===== src/rtl/pulse_rings_pkg.sv =====
// Shared widths, ring status record and colour fade helper for the pulse_rings layer.
package pulse_rings_pkg;

   localparam int unsigned H_W   = 11;
   localparam int unsigned V_W   = 10;
   localparam int unsigned PIX_W = 24;
   localparam int unsigned T_W   = 10;
   localparam int unsigned PH_W  = 8;
   localparam int unsigned R_W   = 11;
   localparam int unsigned SQ_W  = 22;
   // One spare bit so far off-screen coordinates cannot wrap back onto a ring.
   localparam int unsigned D2_W  = 23;

   typedef struct packed {
      logic            hit;
      logic [PH_W-1:0] phase;
   } ring_hit_t;

   function automatic logic [PIX_W-1:0] scale_color(input logic [PIX_W-1:0] color,
                                                    input logic [PH_W-1:0]  phase);
      logic [PH_W-1:0]  level;
      logic [15:0]      prod;
      logic [PIX_W-1:0] res;
      level = 8'd255 - phase;
      res   = '0;
      for (int c = 0; c < 3; c++) begin
         prod            = {8'd0, color[c*8 +: 8]} * {8'd0, level};
         res[c*8 +: 8]   = prod[15:8];
      end
      return res;
   endfunction

endpackage


===== src/rtl/pulse_rings_if.sv =====
// Video-side bundle of pulse_rings: frame sync, tempo, raster position in; pixel, phase out.
interface pulse_rings_if;
   import pulse_rings_pkg::*;

   logic             vsync;
   logic [T_W-1:0]   tempo;
   logic [H_W-1:0]   hcount;
   logic [V_W-1:0]   vcount;
   logic [PIX_W-1:0] pixel;
   logic [PH_W-1:0]  count;

   modport master (
      output vsync, tempo, hcount, vcount,
      input  pixel, count
   );

   modport slave (
      input  vsync, tempo, hcount, vcount,
      output pixel, count
   );

endinterface


===== src/rtl/pulse_rings_ring_shade.sv =====
// One ring: phase -> registered inner/outer squared radii, then a registered hit flag
// carrying the ring phase for the fade and winner stages.
module pulse_rings_ring_shade
   import pulse_rings_pkg::*;
#(
   parameter int unsigned RAD_MIN = 20,
   parameter int unsigned THICK   = 15
) (
   input  logic            clk,
   input  logic            reset,
   input  logic [PH_W-1:0] i_phase,
   input  logic [D2_W-1:0] i_d2,
   output ring_hit_t       o_ring
);

   logic [R_W-1:0]  w_r_out;
   logic [R_W-1:0]  w_r_in;
   logic [SQ_W-1:0] w_r_out_ext;
   logic [SQ_W-1:0] w_r_in_ext;
   logic [D2_W-1:0] w_sq_out_ext;
   logic [D2_W-1:0] w_sq_in_ext;

   logic [R_W-1:0]  r_r_out;
   logic [R_W-1:0]  r_r_in;
   logic [PH_W-1:0] r_ph1;
   logic [SQ_W-1:0] r_sq_out;
   logic [SQ_W-1:0] r_sq_in;
   logic [PH_W-1:0] r_ph2;
   ring_hit_t       r_ring;

   assign w_r_out      = R_W'(RAD_MIN) + R_W'(i_phase);
   assign w_r_in       = (w_r_out >= R_W'(THICK)) ? w_r_out - R_W'(THICK) : '0;
   assign w_r_out_ext  = SQ_W'(r_r_out);
   assign w_r_in_ext   = SQ_W'(r_r_in);
   assign w_sq_out_ext = D2_W'(r_sq_out);
   assign w_sq_in_ext  = D2_W'(r_sq_in);

   // Phase travels alongside the radii so hit and fade always describe the same ring state.
   always_ff @(posedge clk) begin
      if (reset) begin
         r_r_out  <= '0;
         r_r_in   <= '0;
         r_ph1    <= '0;
         r_sq_out <= '0;
         r_sq_in  <= '0;
         r_ph2    <= '0;
         r_ring   <= '0;
      end else begin
         r_r_out      <= w_r_out;
         r_r_in       <= w_r_in;
         r_ph1        <= i_phase;
         r_sq_out     <= w_r_out_ext * w_r_out_ext;
         r_sq_in      <= w_r_in_ext * w_r_in_ext;
         r_ph2        <= r_ph1;
         r_ring.hit   <= (w_sq_in_ext <= i_d2) && (i_d2 <= w_sq_out_ext);
         r_ring.phase <= r_ph2;
      end
   end

   assign o_ring = r_ring;

endmodule


===== src/rtl/pulse_rings.sv =====
// Tempo-driven concentric ring generator: frame tick, phase accumulator, distance
// pipeline and lowest-phase winner select feeding a registered pixel.
module pulse_rings
   import pulse_rings_pkg::*;
#(
   parameter int unsigned      NUM_RINGS   = 4,
   parameter logic [PIX_W-1:0] COLOR       = 24'hFFFFFF,
   parameter int unsigned      X           = 400,
   parameter int unsigned      Y           = 300,
   parameter int unsigned      RAD_MIN     = 20,
   parameter int unsigned      THICK       = 15,
   parameter int unsigned      START       = 0,
   parameter int unsigned      TEMPO_SHIFT = 4,
   parameter int unsigned      FADE        = 1
) (
   input logic           clk,
   input logic           reset,
   pulse_rings_if.slave  bus
);

   localparam int unsigned SPACING = 256 / NUM_RINGS;
   localparam int unsigned DLY_W   = (START > 0) ? $clog2(START + 1) : 1;

   logic                r_vsync;
   logic [DLY_W-1:0]    r_delay;
   logic [PH_W-1:0]     r_base;
   logic [H_W-1:0]      r_dx;
   logic [V_W-1:0]      r_dy;
   logic [D2_W-1:0]     r_d2;
   logic [PIX_W-1:0]    r_pixel;

   logic                w_tick;
   logic [PH_W-1:0]     w_step;
   logic [H_W-1:0]      w_dx;
   logic [V_W-1:0]      w_dy;
   logic [D2_W-1:0]     w_dx_ext;
   logic [D2_W-1:0]     w_dy_ext;
   logic [PH_W-1:0]     w_phase [NUM_RINGS];
   ring_hit_t           w_rings [NUM_RINGS];
   logic                w_win_hit;
   logic [PH_W-1:0]     w_win_phase;
   logic [PIX_W-1:0]    w_color;

   assign w_tick = bus.vsync & ~r_vsync;
   assign w_step = PH_W'(bus.tempo >> TEMPO_SHIFT);

   // Detector resets to "already high" so a vsync held through reset release cannot tick.
   always_ff @(posedge clk) begin
      if (reset) begin
         r_vsync <= 1'b1;
         r_delay <= '0;
         r_base  <= '0;
      end else begin
         r_vsync <= bus.vsync;
         if (w_tick) begin
            if (32'(r_delay) < START) begin
               r_delay <= r_delay + DLY_W'(1);
            end else begin
               r_base <= r_base + w_step;
            end
         end
      end
   end

   assign w_dx     = (bus.hcount >= H_W'(X)) ? bus.hcount - H_W'(X) : H_W'(X) - bus.hcount;
   assign w_dy     = (bus.vcount >= V_W'(Y)) ? bus.vcount - V_W'(Y) : V_W'(Y) - bus.vcount;
   assign w_dx_ext = D2_W'(r_dx);
   assign w_dy_ext = D2_W'(r_dy);

   always_ff @(posedge clk) begin
      if (reset) begin
         r_dx <= '0;
         r_dy <= '0;
         r_d2 <= '0;
      end else begin
         r_dx <= w_dx;
         r_dy <= w_dy;
         r_d2 <= w_dx_ext * w_dx_ext + w_dy_ext * w_dy_ext;
      end
   end

   for (genvar g = 0; g < NUM_RINGS; g++) begin : g_ring
      assign w_phase[g] = r_base + PH_W'(g * SPACING);

      pulse_rings_ring_shade #(
         .RAD_MIN (RAD_MIN),
         .THICK   (THICK)
      ) u_shade (
         .clk     (clk),
         .reset   (reset),
         .i_phase (w_phase[g]),
         .i_d2    (r_d2),
         .o_ring  (w_rings[g])
      );
   end

   // Strict less-than while scanning upward leaves ties with the lowest index.
   always_comb begin
      w_win_hit   = 1'b0;
      w_win_phase = '0;
      for (int unsigned i = 0; i < NUM_RINGS; i++) begin
         if (w_rings[i].hit && (!w_win_hit || (w_rings[i].phase < w_win_phase))) begin
            w_win_hit   = 1'b1;
            w_win_phase = w_rings[i].phase;
         end
      end
   end

   assign w_color = (FADE != 0) ? scale_color(COLOR, w_win_phase) : COLOR;

   always_ff @(posedge clk) begin
      if (reset) begin
         r_pixel <= '0;
      end else begin
         r_pixel <= w_win_hit ? w_color : '0;
      end
   end

   assign bus.pixel = r_pixel;
   assign bus.count = r_base;

endmodule


===== src/flat_wrapper.sv =====
// flat-port wrapper written by rule: the top's interface ports become plain ports
module pulse_rings_flat import pulse_rings_pkg::*;
#(
   parameter int unsigned      NUM_RINGS   = 4,
   parameter logic [PIX_W-1:0] COLOR       = 24'hFFFFFF,
   parameter int unsigned      X           = 400,
   parameter int unsigned      Y           = 300,
   parameter int unsigned      RAD_MIN     = 20,
   parameter int unsigned      THICK       = 15,
   parameter int unsigned      START       = 0,
   parameter int unsigned      TEMPO_SHIFT = 4,
   parameter int unsigned      FADE        = 1
)
  (clk, reset, bus_vsync, bus_tempo, bus_hcount, bus_vcount, bus_pixel, bus_count);
  pulse_rings_if bus_i ();
  input logic clk;
  input logic reset;
  input wire logic [$bits(bus_i.vsync)-1:0] bus_vsync;
  input wire logic [$bits(bus_i.tempo)-1:0] bus_tempo;
  input wire logic [$bits(bus_i.hcount)-1:0] bus_hcount;
  input wire logic [$bits(bus_i.vcount)-1:0] bus_vcount;
  output wire logic [$bits(bus_i.pixel)-1:0] bus_pixel;
  output wire logic [$bits(bus_i.count)-1:0] bus_count;
  assign bus_i.vsync = bus_vsync;
  assign bus_i.tempo = bus_tempo;
  assign bus_i.hcount = bus_hcount;
  assign bus_i.vcount = bus_vcount;
  assign bus_pixel = bus_i.pixel;
  assign bus_count = bus_i.count;
  pulse_rings #(.NUM_RINGS(NUM_RINGS), .COLOR(COLOR), .X(X), .Y(Y), .RAD_MIN(RAD_MIN), .THICK(THICK), .START(START), .TEMPO_SHIFT(TEMPO_SHIFT), .FADE(FADE)) u_core (.clk(clk), .reset(reset), .bus(bus_i));
endmodule

===== config.mk =====
export PLATFORM = sky130hd
export DESIGN_NAME = pulse_rings_flat
export DESIGN_NICKNAME = d
export VERILOG_FILES = /design/src/rtl/pulse_rings_pkg.sv /design/src/rtl/pulse_rings_if.sv /design/src/rtl/pulse_rings_ring_shade.sv /design/src/rtl/pulse_rings.sv /design/src/flat_wrapper.sv
export SDC_FILE = /design/constraint.sdc
export NUM_CORES = 2
export LEC_CHECK = 0
export ABC_AREA = 0
export CAP_MARGIN = 20
export CELL_PAD_IN_SITES_DETAIL_PLACEMENT = 0
export CELL_PAD_IN_SITES_GLOBAL_PLACEMENT = 2
export CORE_ASPECT_RATIO = 1.75
export CORE_MARGIN = 1.5
export CORE_UTILIZATION = 42
export DETAILED_ROUTE_END_ITERATION = 10
export PLACE_DENSITY_LB_ADDON = 0.1
export SETUP_SLACK_MARGIN = 0.4
export SLEW_MARGIN = 40
export SYNTH_ARGS = -nofsm -noshare
export SYNTH_HDL_FRONTEND = slang
export SYNTH_HIERARCHICAL = 1
export SYNTH_SLANG_ARGS = --single-unit

===== constraint.sdc =====
create_clock -name clk -period 13.3 [get_ports clk]
set_clock_uncertainty 0.05 [all_clocks]
set_input_delay 1.995 -clock clk [delete_from_list [all_inputs] [get_ports clk]]
set_output_delay 1.995 -clock clk [all_outputs]
set_load 0.05 [all_outputs]

* Word level (Yosys, flattened, before mapping)
Cells that the tools add are included.
** Storage, ports and cells
- Bits of input ports :: 34
- Word-level logic and storage cells :: 119
- Flip-flop bits (word level) :: 441
- Output and inout port bits :: 32
** Cells by class
- Add/sub/neg operators :: 18
- Muxes and demuxes :: 10
- Reductions and logical operators :: 18
- Bitwise operators :: 7
- $lt $le $gt $ge :: 17
- $mul :: 11
** Operator list (count)
- multiplier 11 x 11 -> 22 bit :: 9
- less-or-equal comparator 22 x 23 -> 1 bit :: 4
- less-or-equal comparator 23 x 22 -> 1 bit :: 4
- >= comparator 11 x 4 -> 1 bit, second input constant :: 4
- subtractor 11 x 4 -> 11 bit, second input constant :: 4
- adder 5 x 8 -> 9 bit, first input constant :: 4
- two-way mux 8 bit :: 4
- < comparator 8 bit :: 3
- adder 23 bit :: 1
- multiplier 10 x 10 -> 20 bit :: 1
- adder 8 bit, second input constant :: 2
- multiplier 8 x 8 -> 16 bit, first input constant :: 1
- >= comparator 11 x 9 -> 1 bit, second input constant :: 1
- two-way mux 11 bit :: 1
- subtractor 11 x 9 -> 11 bit, second input constant :: 1
- subtractor 9 x 11 -> 11 bit, first input constant :: 1
- >= comparator 10 x 9 -> 1 bit, second input constant :: 1
- two-way mux 10 bit :: 1
- OR reduction 2 bit :: 5
- subtractor 10 x 9 -> 10 bit, second input constant :: 1
- subtractor 9 x 10 -> 10 bit, first input constant :: 1
- adder 8 x 6 -> 8 bit :: 1
- adder 8 x 7 -> 8 bit, second input constant :: 1
- subtractor 8 bit, first input constant :: 1
- 6 further kinds :: 24

* Longest topological paths before layout
- Depth after elaboration :: 15
- Gate-level depth with buffers :: 45

* Hierarchy
The synthesis kept the hierarchy.
** Modules (own cells, without submodules)
- pulse_rings :: area each 11113.2 um2, times used 1, seq. area each 1221.2 um2, cells each 1247
- pulse_rings_ring_shade at u_core.g_ring[1].u_shade :: area each 8966.1 um2, times used 1, seq. area each 1621.6 um2, cells each 1009
- pulse_rings_ring_shade at u_core.g_ring[2].u_shade :: area each 8947.3 um2, times used 1, seq. area each 1621.6 um2, cells each 1002
- pulse_rings_ring_shade at u_core.g_ring[0].u_shade :: area each 8934.8 um2, times used 1, seq. area each 1621.6 um2, cells each 1010
- pulse_rings_ring_shade at u_core.g_ring[3].u_shade :: area each 8863.5 um2, times used 1, seq. area each 1621.6 um2, cells each 1000

* Worst setup path after synthesis
No wires, ideal clock.
- Path kind :: register to register
- Start point :: register u_core.g_ring[0].u_shade.r_ring (netlist bit u_core/g_ring[0].u_shade/o_ring[8])
- End point :: register u_core.r_pixel[22], in the netlist u_core/bus.pixel[22]
- Setup time :: 155 ps
- Arrival :: 8963 ps
- Stages on the path, launching flop included :: 44
- Path buffers :: 4
- Slack :: 4132 ps
- Path through :: dfxtp_1 > clkbuf_1 > clkbuf_1 > nand2_1 > ha_1 > nand2_1 > o2111ai_1 > a21oi_1 > a21oi_2 > clkbuf_1 > nand3_1 > o21ai_0 > inv_1 > ha_1 > a21o_1 > a21o_1 > a211oi_2 > o21ai_2 > (+8 left out) > a32oi_2 > buf_6 > mux2_4 > fa_1 > inv_1 > fa_1 > inv_1 > fa_1 > fa_1 > inv_1 > ha_1 > and2_1 > o21ai_0 > nand3_1 > a31oi_1 > o21bai_1 > xnor2_1 > nor2_1
** On the way
- Longest elaborated chain between the ends :: 15
- Elaborated cells on any way between the ends :: 24
- Classes of those cells :: 1 x add/sub; 1 x mul; 3 x order compare; 8 x mux; 1 x bitwise; 10 x reduce/logical
** Ends and longest elaborated chain
- start: declaration :: RTL line pulse_rings_ring_shade.sv:29 : ring_hit_t r_ring;
- two-way mux 8 bit / two-way mux 1 bit (equally long branches) :: RTL line pulse_rings.sv:102 : if (w_rings[i].hit && (!w_win_hit || (w_rings[i].phase < w_win_phase))) begin
- < comparator 8 bit / zero test 1 bit (equally long branches) :: RTL line pulse_rings.sv:102
- logical OR 1 bit :: RTL line pulse_rings.sv:102
- logical AND 1 bit :: RTL line pulse_rings.sv:102
- two-way mux 8 bit / two-way mux 1 bit (equally long branches) :: RTL line pulse_rings.sv:102
- < comparator 8 bit / zero test 1 bit (equally long branches) :: RTL line pulse_rings.sv:102
- logical OR 1 bit :: RTL line pulse_rings.sv:102
- logical AND 1 bit :: RTL line pulse_rings.sv:102
- two-way mux 8 bit / two-way mux 1 bit (equally long branches) :: RTL line pulse_rings.sv:102
- < comparator 8 bit / zero test 1 bit (equally long branches) :: RTL line pulse_rings.sv:102
- logical OR 1 bit :: RTL line pulse_rings.sv:102
- logical AND 1 bit :: RTL line pulse_rings.sv:102
- two-way mux 8 bit / two-way mux 1 bit (equally long branches) :: RTL line pulse_rings.sv:102
- subtractor 8 bit / NOT 1 bit (equally long branches)
- multiplier 8 x 8 -> 16 bit / OR reduction 2 bit (equally long branches)
- end signal: assignment :: RTL line pulse_rings.sv:115 : r_pixel <= w_win_hit ? w_color : '0;
- end: declaration :: RTL line pulse_rings.sv:30 : logic [PIX_W-1:0] r_pixel;
Several ways; a longest one is shown, not always the timed one.
A chain may end at the register's enable or synchronous reset.

* Worst setup path after layout
Same ends and word-level chain as after synthesis.

==> run_results.csv <==
group,metric,value,unit
synthesis,synth_flop_cell,"dfxtp_1",
synthesis,synth.most_common_cell,"inv_1",
synthesis,ys_seq_elements,385,
timing,period_share,73.68,%
run_status,outcome,"complete, no violations",
timing,maxSlewViolCount,0,
setup_path,crit_type,"register to register",
synthesis,avgSynthCellArea,8.889,um^2
floorplanning,start_util,42.49,%
cts,cts_tree,"built",
hold_path,min_path_type,"register to register",
cts,cts_buffers,43,
cts,post_cts_buffers,0,
synthesis,synth_warnings,6,
routing,first_iter_violations,1116,
cts,htreeDepth,2,
hold_path,holdPathEnd,"u_core/g_ring[2].u_shade/r_ph2[2]$_SDFF_PP0_",
setup_path,critPathLaunchType,"register",
finish,drive_above_1_share,3.670,%
timing,setup_viol,0,
place,dp_hpwl,93980,um
place,place_congestion,0.8029,
routing,wl,117400,um
hold_path,min-delay-start,"u_core/g_ring[2].u_shade/r_ph1[2]$_SDFF_PP0_",
place,placed_cell_area,0.04883,mm^2
place,dp_cells,6675,
routing,postRouteAntennaNets,0,
routing,drc,0,
global_route,antenna_found_initial,3,
finish,final_net_count,6573,
finish,syn2layout_area_growth,7.509,%
setup_path,required,13.72,ns
timing,grt_setup_unrepaired,"no",
finish,layout.cells.non_filler,6755,
finish,design_area,0.05034,mm^2
global_route,grt_pass1_wl,191100,um
synthesis,synth.distinct_cells,101,
setup_path,r2r_cells,39,
synthesis,synth-edff-count,0,
global_route,grt-ovfl-total,0,
timing,fin_setup_tns,0,ns
synthesis,synth_area_leaders,"fa_1, ha_1, dfxtp_1",
cts,path_clk_slew,0.06,ns
floorplanning,row_count,161,
synthesis,yosysTopAreaCell,"fa_1",
routing,first_pass_iters,5,
cts,numClockSinks,385,
pwr,powerDensity,99.46,mW/mm^2
timing,period_needed,9.799,ns
cts,clock-root-buffer,"clkbuf_16",
setup_path,critPathMaxStageDelay,0.73,ns
cts,clockBufferDepth,3,
timing,relSlewSlack,51.80,%
setup_path,crit_path_end_kind,"register",
setup_path,r2r_start,"u_core/g_ring[0].u_shade/o_ring[8]$_SDFF_PP0_",
synthesis,synthArstFlopShare,0,%
setup_path,worst-r2r-setup-slack,3.50,ns
timing,worst_slew_pin_slew,0.7230,ns
cts,ctsHoldBuffers,0,
setup_path,worstPathArrival,10.22,ns
pwr,ir_worst_vdd,0.08837,mV
synthesis,synth_top_area_share,23.86,%
job,maxCapViolations,0,
setup_path,worstPathMaxFanout,20,
floorplanning,pin_count,66,
setup_path,r2r-end,"u_core/bus.pixel[22]$_SDFF_PP0_",
routing,viasPerCell,4.988,
routing,num_vias,33690,
global_route,grt_max_degree,110,
setup_path,slowest_stage,"dfxtp_1",
cts,cts_resized,0,
routing,wl_per_cell,17.38,um
timing,hold_viol,0,
synthesis,synth_area,0.04682,mm^2
pwr,power_leakage,26.43,nW
synthesis,synthTopCellsByCount,"inv_1, ha_1, fa_1, dfxtp_1, nor2_1",
synthesis,ys_seq_area_share,16.46,%
global_route,groute.usage.overall,21.30,%
floorplanning,die_w,255.4,um
synthesis,synthCells,5268,
hold_path,min_path_cells,1,
place,numPortBuffers,61,
floorplanning,dieArea,0.1136,mm^2
floorplanning,fp.dieH,444.7,um
global_route,grt_pass1_vias,36380,
cts,clk_latency,0.60,ns
timing,fmax,102.0,MHz
floorplanning,fp.coreArea,0.1102,mm^2
how the worst max path moves through the flow:
stage / from / end / slack, ns / depth (start not counted)
floorplan: u_core/g_ring[0].u_shade/o_ring[8]$_SDFF_PP0_ / u_core/bus.pixel[22]$_SDFF_PP0_ / 4.13 / 43
global placement: u_core/g_ring[0].u_shade/o_ring[8]$_SDFF_PP0_ / u_core/bus.pixel[22]$_SDFF_PP0_ / 3.12 / 39
detailed placement: u_core/g_ring[0].u_shade/o_ring[8]$_SDFF_PP0_ / u_core/bus.pixel[22]$_SDFF_PP0_ / 3.48 / 39
CTS: u_core/g_ring[0].u_shade/o_ring[8]$_SDFF_PP0_ / u_core/bus.pixel[22]$_SDFF_PP0_ / 3.42 / 39
global route: u_core/g_ring[0].u_shade/o_ring[8]$_SDFF_PP0_ / u_core/bus.pixel[22]$_SDFF_PP0_ / 2.68 / 39
finish: u_core/g_ring[0].u_shade/o_ring[8]$_SDFF_PP0_ / u_core/bus.pixel[22]$_SDFF_PP0_ / 3.50 / 39
registers in the layout, summed over array words and instances, names as in the netlist:
name                            cells
u_core/g_ring.u_shade/r_sq_out     76
u_core/g_ring.u_shade/o_ring       36
u_core/g_ring.u_shade/r_ph1        32
u_core/bus.count                    8
u_core/r_dx                        11
u_core/g_ring.u_shade/r_r_in       40
u_core/g_ring.u_shade/r_ph2        28
u_core/g_ring.u_shade/r_sq_in      84
u_core/r_dy                        10
u_core/r_d2                        23
u_core/bus.pixel                    8
u_core/r_vsync                      1
u_core/g_ring.u_shade/r_r_out      28
per-stage QoR:
step | hold WS [ns] | util (%) | setup WS (ns) | power (mW)
floorplan | 0.3399 | - | 4.132 | 3.079
global placement | 0.3661 | 44.30 | 3.118 | 3.768
detailed placement | 0.3704 | 44.32 | 3.481 | 3.772
CTS | 0.3740 | 45.67 | 3.424 | 5.097
global route | 0.3993 | 45.68 | 2.684 | 5.453
finish | 0.3780 | 45.69 | 3.501 | 5.007
layout make-up:
| type | instances | area, um^2 |
|---|---|---|
| antenna | 2 | 5.005 |
| clock buffer | 59 | 1249 |
| clock inverter | 19 | 247.7 |
| fill | 11140 | 59850 |
| inverter | 1122 | 4212 |
| multi-input combinational | 3602 | 34170 |
| sequential | 385 | 7717 |
| tap | 1467 | 1836 |
| timing repair buffer | 99 | 908.4 |
worst max-delay path: cells and delay by family, from the launching register on:
family / cells / cell delay [ns]
AO/OA/AOI/OAI: 16 / 3.05
XOR/XNOR: 1 / 0.13
adder cells (fa/ha/maj): 8 / 3.55
buffers and inverters: 4 / 0.37
flip-flops: 1 / 0.73
multiplexers: 2 / 0.66
AND/OR/NAND/NOR: 8 / 1.14
layer usage:
metal	vias up	wire length, um	GRT usage, %	share of wire, %
met3	137	2077	1.427	1.8
li1	16670	-	-	-
met1	16590	47340	24.03	40
met5	-	11	0	0.0094
met2	294	65010	42.46	55
met4	2	2995	5.546	2.6
cell families (layout without fill, tap and decap cells):
group / count (synthesis) / count (layout) / share of synthesized area (%)
compound gates: 681 / 681 / 9.713
xor+xnor: 211 / 211 / 3.947
fa+ha+maj: 1286 / 1286 / 43.31
buf+inv: 1293 / 1299 / 10.67
flops: 385 / 385 / 16.46
mux: 46 / 46 / 1.085
other cells: 4 / 18 / 0.03206
simple gates: 1362 / 1362 / 14.78
layout by cell type, fill, tap and decap left out, types with 64 or more instances in the layout:
cell	count
inv_1	1122
ha_1	728
fa_1	558
dfxtp_1	377
nor2_1	336
nand2_1	304
and2_1	247
a21oi_1	184
nor2b_1	166
o21ai_0	116
xnor2_1	110
xor2_1	101
a21o_1	96
nand3_1	64
power by group:
part / total (mW) / internal, mW / switching (mW) / leakage (nW)
combinational: 2.34 / 0.956 / 1.38 / 22.6
clock: 1.29 / 0.758 / 0.530 / 0.722
sequential: 1.38 / 1.24 / 0.140 / 3.15
total: 5.01 / 2.96 / 2.05 / 26.4
No activity file was read; power rests on OpenSTA's default activity.
